### src/rtl/univ_shift_reg.sv
// univ_shift_reg
//   Universal WIDTH-bit shift register: hold, shift left/right with serial
//   inputs, parallel load, rotate left/right, clear and invert. There is
//   one register update per enabled rising clock edge. Reset is
//   asynchronous and active-high, and it forces the register to zero.
//
// Ports
//   clk     in   rising-edge clock
//   rst     in   asynchronous active-high reset
//   en      in   update enable (0 = hold whatever the mode)
//   mode    in   [2:0] operation select
//                000 hold, 001 shl, 010 shr, 011 load,
//                100 rotl, 101 rotr, 110 clear, 111 invert
//   sin_r   in   serial bit entering at bit 0 on shift-left
//   sin_l   in   serial bit entering at bit WIDTH-1 on shift-right
//   D       in   [WIDTH-1:0] parallel load data
//   Q       out  [WIDTH-1:0] register contents
//   Qbar    out  [WIDTH-1:0] ~Q
//   sout_l  out  Q[WIDTH-1]
//   sout_r  out  Q[0]
//   zero    out  Q == 0
//   par     out  XOR reduction of Q
module univ_shift_reg #(
    parameter int WIDTH = 8
) (
    input  logic             clk,
    input  logic             rst,
    input  logic             en,
    input  logic [2:0]       mode,
    input  logic             sin_r,
    input  logic             sin_l,
    input  logic [WIDTH-1:0] D,
    output logic [WIDTH-1:0] Q,
    output logic [WIDTH-1:0] Qbar,
    output logic             sout_l,
    output logic             sout_r,
    output logic             zero,
    output logic             par
);

    localparam logic [2:0] M_HOLD  = 3'b000;
    localparam logic [2:0] M_SHL   = 3'b001;
    localparam logic [2:0] M_SHR   = 3'b010;
    localparam logic [2:0] M_LOAD  = 3'b011;
    localparam logic [2:0] M_ROTL  = 3'b100;
    localparam logic [2:0] M_ROTR  = 3'b101;
    localparam logic [2:0] M_CLEAR = 3'b110;
    localparam logic [2:0] M_INV   = 3'b111;

    logic [WIDTH-1:0] q_q;
    logic [WIDTH-1:0] q_d;

    // Next-state selection. The default branch holds, so an unknown or
    // undecodable mode can only ever keep the current contents.
    always_comb begin
        q_d = q_q;
        if (en) begin
            case (mode)
                M_HOLD:  q_d = q_q;
                M_SHL:   q_d = {q_q[WIDTH-2:0], sin_r};
                M_SHR:   q_d = {sin_l, q_q[WIDTH-1:1]};
                M_LOAD:  q_d = D;
                M_ROTL:  q_d = {q_q[WIDTH-2:0], q_q[WIDTH-1]};
                M_ROTR:  q_d = {q_q[0], q_q[WIDTH-1:1]};
                M_CLEAR: q_d = '0;
                M_INV:   q_d = ~q_q;
                default: q_d = q_q;
            endcase
        end
    end

    always_ff @(posedge clk or posedge rst) begin
        if (rst) begin
            q_q <= '0;
        end else begin
            q_q <= q_d;
        end
    end

    // The status outputs are derived directly from the register with no
    // further register stage. This keeps Qbar the exact complement of Q
    // in every cycle, reset included.
    assign Q      = q_q;
    assign Qbar   = ~q_q;
    assign sout_l = q_q[WIDTH-1];
    assign sout_r = q_q[0];
    assign zero   = ~|q_q;
    assign par    = ^q_q;

endmodule

### config.mk
export PLATFORM = sky130hd
export DESIGN_NAME = univ_shift_reg
export DESIGN_NICKNAME = d
export VERILOG_FILES = /design/src/rtl/univ_shift_reg.sv
export SDC_FILE = /design/constraint.sdc
export NUM_CORES = 1
export LEC_CHECK = 0
export BUFFER_PORTS_ARGS = -buffer_cell sky130_fd_sc_hd__buf_2
export CORE_AREA = 2 2 47 49
export CTS_BUF_LIST = sky130_fd_sc_hd__clkbuf_2
export CTS_CLUSTER_SIZE = 8
export DETAILED_ROUTE_END_ITERATION = 12
export DIE_AREA = 0 0 49 51
export GPL_ROUTABILITY_DRIVEN = 0
export PLACE_DENSITY = 0.74
export SETUP_SLACK_MARGIN = 0.02
export SYNTH_ARGS = -nofsm -noshare
export SYNTH_HDL_FRONTEND = slang
export SYNTH_SLANG_ARGS = --single-unit
### constraint.sdc
create_clock -name clk -period 1.4 [get_ports clk]
set_clock_uncertainty 0.2 [all_clocks]
set_input_delay 0.28 -clock clk [delete_from_list [all_inputs] [get_ports clk]]
set_output_delay 0.28 -clock clk [all_outputs]
set_load 0.05 [all_outputs]
==> results.ini, run 1 <==
[floorplan]
design.die.area_um2 = 2500
placeableCoreArea_um2 = 2060
die_h_um = 51
die_span_x_um = 49
floorplan.io_pins = 36
row_count = 17
starting_density_of_the_core_pct = 39.7

[sta]
setup_slack_ns = -0.720
slew-limit-headroom_pct = 76.6
final.hold.worst_slack_ns = 0.133
drv_slew = 0
finalCriticalPeriod_ns = 2.12
report.final.setup_viol = 27
max_clock_freq_ghz = 0.472
rsz0062_at_grt = true
period_utilization_post_route_pct = 151
worst_slew_pin_slew_ns = 0.350
final_hold_viol_count = 0

[worst_setup_path]
path_max_fanout = 2
rr_endpoint = Q[2]
worst_reg_to_reg_setup_slack_ns = -0.31
critical_path_class = register to output pin
worst_ep_arrival_time_ns = 1.64
crit_required_ns = 0.92
setup.worst_path.end_class = output pin
worst_setup_path_start_kind = register
r2r-start = Q[3]
rr_worst_depth = 6

[synth]
syn-cell-area_um2 = 818
combinational_family_with_the_most_area_after_synthesis = compound AO/OA/AOI/OAI gates
synth_simple_gate_area_share_pct = 15.4
synth_fa_ha_area_share_pct = 6.12
synth_area_per_cell_um2 = 8.35
ys_warn_count = 0
synth.area.mux_share_pct = 6.12
synth_xor_area_share_pct = 4.28
synth_compound_gate_area_share_pct = 31.3
synth.distinct_cells = 39
top_cells_by_area_in_the_synthesized_netlist = sky130_fd_sc_hd__dfrtp_1 (24%), sky130_fd_sc_hd__ha_1 (6.1%), sky130_fd_sc_hd__mux2i_1 (6.1%)
synth_largest_type_area_fraction_pct = 24.5
synth_area_leader_cell = sky130_fd_sc_hd__dfrtp_1
synth_fp_nets = 118
synth_seq_cells = 8
synthArstFlopShare_pct = 100
synth_edf_count = 0
synthFlopType = sky130_fd_sc_hd__dfrtp_1
synthesized_instance_count = 98
seq_area_frac_synth_pct = 24.5

[detailed_routing]
post_drt_via_cell_ratio = 5.85
drtIter0Drc = 45
final_wirelength_um = 4010
detail_route.drc_violations = 0
num_vias = 1165
drtAntennaViolNets = 0
route.detailed.wl_per_inst_um = 20.1
length_of_the_first_detailed_routing_pass_in_iterations = 4

[global_route]
groute.usage.overall_pct = 28.2
grt_pass1_wl_um = 5270
grt_start_max_net_pins = 15
grt_antenna_before_repair = 0
vias_in_the_first_global_route = 1142
overflow_after_grt = 0

[clocking]
insertion_delay_ns = 0.26
cts_buffers = 3
clock_tree.htree_level_count = 1
tritoncts_num_sinks = 8
cts-root-buf = sky130_fd_sc_hd__clkbuf_2
cts_tree = done
ctsLongestPathBuffers = 2
clk_transition_reported_paths_ns = 0.09

[layout]
fin_nets = 193
layout_commonest_cell = sky130_fd_sc_hd__buf_4
layout.cells.non_filler = 199
post_route_cells_drive_above_1_share_pct = 69.6
postLayoutCellArea_um2 = 1770
largest_reg_flops = 8
ant_diodes = 0
syn2layout_area_growth_pct = 117
layout_common_cells = sky130_fd_sc_hd__buf_4 (28), sky130_fd_sc_hd__buf_8 (16), sky130_fd_sc_hd__buf_6 (16)

[run]
max_cap_viols = 0

[worst_hold_path]
hp-start = sin_r
hold-path-endpoint = Q[0]
min-delay-path-class = input pin to register
hold_path_depth = 3

[outcome]
run_status = complete, but fails checks
failed_checks = setup timing

[pwr]
power_density_nw_per_um2 = 1370
vdd_ir_drop_max_mv = 1.27
power.static_leakage_uw = 0.000778
report.power.total_uw = 2430

[place]
numPortBuffers = 35
postPlaceCellArea_um2 = 1350
dp_hpwl_um = 2210
post-place-ws_ns = -0.501
placed_cells = 185

==> Yosys cell counts (3+ instances only) <==
library cell	count
sky130_fd_sc_hd__a21oi_1	4
sky130_fd_sc_hd__a2bb2oi_1	3
sky130_fd_sc_hd__buf_4	5
sky130_fd_sc_hd__dfrtp_1	8
sky130_fd_sc_hd__ha_1	4
sky130_fd_sc_hd__inv_1	10
sky130_fd_sc_hd__mux2i_1	5
sky130_fd_sc_hd__nand2_1	5
sky130_fd_sc_hd__nand3_1	5
sky130_fd_sc_hd__nor2_1	4
sky130_fd_sc_hd__o211ai_1	3
sky130_fd_sc_hd__o21ai_1	4
sky130_fd_sc_hd__o221ai_1	3
sky130_fd_sc_hd__xnor2_1	3
==> worst max-delay path, stage by stage, from the launching register on <==
cell and delay (ns):
sky130_fd_sc_hd__dfrtp_2 0.41, sky130_fd_sc_hd__clkinvlp_4 0.14, sky130_fd_sc_hd__ha_4 0.28, sky130_fd_sc_hd__xnor2_4 0.21
sky130_fd_sc_hd__xnor2_4 0.15, sky130_fd_sc_hd__buf_6 0.18
==> what timing repair did <==
item / CTS / global route
endpoints found under the hold margin: 8 / 0
setup endpoints to repair: 26 / 28
pin swaps: 7 / 8
hold buffers: 1 / 0
buffers inserted: 5 / 13
resized for setup: 74 / 20
==> per-layer routing <==
metal	GRT usage, %	vias to the layer above	wire (um)
li1	-	508	-
met1	32.2	561	1410
met2	50.0	75	2150
met3	5.56	21	270
met4	14.8	0	180
met5	0	-	0
==> logic make-up (layout without fill, tap and decap cells) <==
| logic type | after synthesis | count (layout) |
|---|---|---|
| muxes | 5 | 5 |
| adders and majority gates | 4 | 4 |
| xor gates and xnor gates | 4 | 4 |
| and+or+nand+nor | 24 | 24 |
| buffers and inverters | 19 | 92 |
| AOI/OAI and AO/OA | 34 | 34 |
| DFF | 8 | 8 |
==> worst max path at each step <==
stage                     cells past startpoint   to  slack (ns)  from
after floorplan                               4  par       -0.88  Q[1]
after global placement                        5  par       -0.45  Q[4]
after detailed placement                      5  par       -0.50  Q[4]
after CTS                                     5  par       -0.65  Q[1]
after global routing                          5  par       -0.75  Q[6]
final                                         5  par       -0.72  Q[3]
==> layout make-up <==
class                      count  area [um2]
clock buffer                   3        15.0
fill                         101         289
inverter                      11        67.6
multi-input combinational     71         688
sequential                     8         210
tap                           28        35.0
timing repair buffer          78         758
==> power breakdown <==
group	switching [uW]	internal, uW	total [uW]	leakage (uW)
Clock	100	58.4	158	0.0000125
Sequential	51.7	278	330	0.0000848
Combinational	1030	917	1950	0.000681
Total	1180	1250	2430	0.000778
==> stage by stage <==
| stage | TNS (ns) | utilization, % |
|---|---|---|
| 5_1_grt | -4.88 | 86.0 |
| 3_5_place_dp | -1.77 | 65.3 |
| 2_1_floorplan | -2.84 | - |
| 4_1_cts | -3.15 | 80.7 |
| 3_3_place_gp | -1.52 | 65.3 |
| 6_report | -4.32 | 86.0 |
Note: power is estimated with default switching activity, not from simulation.
==> inputs of run 2 (changes only) <==
==> constraint.sdc (replaced) <==
create_clock -name clk -period 1.4 [get_ports clk]
set_clock_uncertainty 0.2 [all_clocks]
set_input_delay 0.21 -clock clk [delete_from_list [all_inputs] [get_ports clk]]
set_output_delay 0.21 -clock clk [all_outputs]
set_load 0.05 [all_outputs]
==> results.ini, run 2 (same netlist as run 1, synthesis figures left out) <==
[detailed_routing]
post_drt_via_cell_ratio = 5.69
final_wirelength_um = 3530
drtAntennaViolNets = 0
drtIter0Drc = 54
wl_met1_um = 1240
detail_route.drc_violations = 0
length_of_the_first_detailed_routing_pass_in_iterations = 4
met2WireLength_um = 1940
num_vias = 1093
route.detailed.wl_per_inst_um = 18.4
top_layer = met4
met3_wirelength_um = 196

[global_route]
grt_antenna_before_repair = 0
grt_pass1_wl_um = 5740
overflow_after_grt = 0
vias_in_the_first_global_route = 1238
groute.usage.overall_pct = 31.2
grt_start_max_net_pins = 18

[clocking]
clock_tree.htree_level_count = 1
tritoncts_num_sinks = 8
cts-root-buf = sky130_fd_sc_hd__clkbuf_2
cts_tree = done
insertion_delay_ns = 0.25
clk_transition_reported_paths_ns = 0.09
ctsLongestPathBuffers = 2
cts_buffers = 3

[layout]
fin_nets = 186
post_route_cells_drive_above_1_share_pct = 69.5
filler_cell_count = 132
utilization_pct = 83.1
syn2layout_area_growth_pct = 109
layout_common_cells = sky130_fd_sc_hd__buf_4 (23), sky130_fd_sc_hd__buf_8 (18), sky130_fd_sc_hd__buf_2 (15)
layout_commonest_cell = sky130_fd_sc_hd__buf_4
layout.cells.non_filler = 192
largest_reg_flops = 8
ant_diodes = 0

[pwr]
comb_power_share_pct = 80.1
power.internal_uw = 1210
vdd_ir_drop_max_mv = 1.46
sequentialPowerShare_pct = 13.8
power.static_leakage_uw = 0.000739
power.share.clock_pct = 6.1
power_density_nw_per_um2 = 1380
netSwitchingPower_uw = 1150
switching_share_pct = 48.8
report.power.total_uw = 2370

[place]
placed_cells = 184
numPortBuffers = 35
dp_hpwl_um = 2200

[sta]
drv_slew = 0
report.final.setup_viol = 15
finalCriticalPeriod_ns = 2.03
final.hold.worst_slack_ns = 0.103
rsz0062_at_grt = true
worst_slew_pin_slew_ns = 0.365
period_utilization_post_route_pct = 145
max_clock_freq_ghz = 0.492
slew-limit-headroom_pct = 75.5
final_hold_viol_count = 0
setup_slack_ns = -0.634

[run]
max_cap_viols = 0

[floorplan]
design.die.area_um2 = 2500
die_h_um = 51
placeableCoreArea_um2 = 2060
starting_density_of_the_core_pct = 39.7
floorplan.io_pins = 36
die_span_x_um = 49
row_count = 17

[worst_setup_path]
crit_required_ns = 0.99
cp.buffers_inverters = 2
setup.worst_path.end_class = output pin
critical_path.slowest_cell = sky130_fd_sc_hd__dfrtp_2
critical_path_class = register to output pin
path_max_fanout = 2
worst_ep_arrival_time_ns = 1.62
critical_path.cell_chain = clkinvlp_4 > ha_4 > xor2_4 > xnor2_4 > buf_6
max_stage_delay_ns = 0.40
worst_reg_to_reg_setup_slack_ns = -0.14
critPathTopFamily = flip-flops
worst_setup_path_start_kind = register

[worst_hold_path]
min-delay-path-class = input pin to register

[outcome]
run_status = complete, but fails checks
failed_checks = setup timing

-- run 2: cell type report --
cell class                      count  area [um2]  share of cell area, %
Multi-Input combinational cell     71         701                   40.9
Tap cell                           28        35.0                   2.04
Timing Repair Buffer               71         686                   40.0
Sequential cell                     8         210                   12.3
Clock buffer                        3        15.0                  0.876
Inverter                           11        67.6                   3.94
-- run 2: routing by layer --
metal  vias to the layer above  GRT usage [%]
met5                         -              0
met4                         0           20.0
met3                        14           7.60
met2                        70           57.8
met1                       510           31.4
li1                        499              -
-- run 2: per-stage QoR --
step | TNS [ns] | instance area, um2 | worst slack (ns)
after floorplan | -2.62 | 931 | -0.815
after CTS | -1.58 | 1650 | -0.560
final | -1.66 | 1710 | -0.634
after detailed placement | -1.22 | 1320 | -0.411
after global routing | -2.70 | 1710 | -0.681
after global placement | -0.954 | 1320 | -0.380
-- run 2: what timing repair did --
| action | 4_1_cts | 5_1_grt |
|---|---|---|
| setup endpoints to repair | 25 | 28 |
| gates resized for setup | 76 | 24 |
| hold buffers | 1 | 0 |
| pin swaps | 5 | 13 |
| endpoints found under the hold margin | 8 | 0 |
| setup buffers | 7 | 8 |
-- run 2: path summary, 6_finish.rpt --
kind                       depth (start not counted)    to   from
hold / removal                                     3  Q[0]  sin_r
max in group asynchronous                          3  Q[4]    rst
setup / recovery                                   5   par   Q[1]
min in group asynchronous                          3  Q[6]    rst
setup reg to reg                                   5  Q[2]   Q[3]
hold reg to reg                                    2  Q[3]   Q[3]
-- run 2: worst min-delay path, delay by kind of cell --
kind | cells | cell delay, ns
buf+inv | 1 | 0.08
compound gates | 2 | 0.21
-- run 2: power by group through the flow --
stage / clock network [uW] / registers [uW] / logic (uW)
after global placement: 0 / 315 / 1330
final: 145 / 327 / 1890
after floorplan: 0 / 482 / 827
after CTS: 147 / 319 / 1780
after global routing: 164 / 330 / 1970
after detailed placement: 0 / 318 / 1350
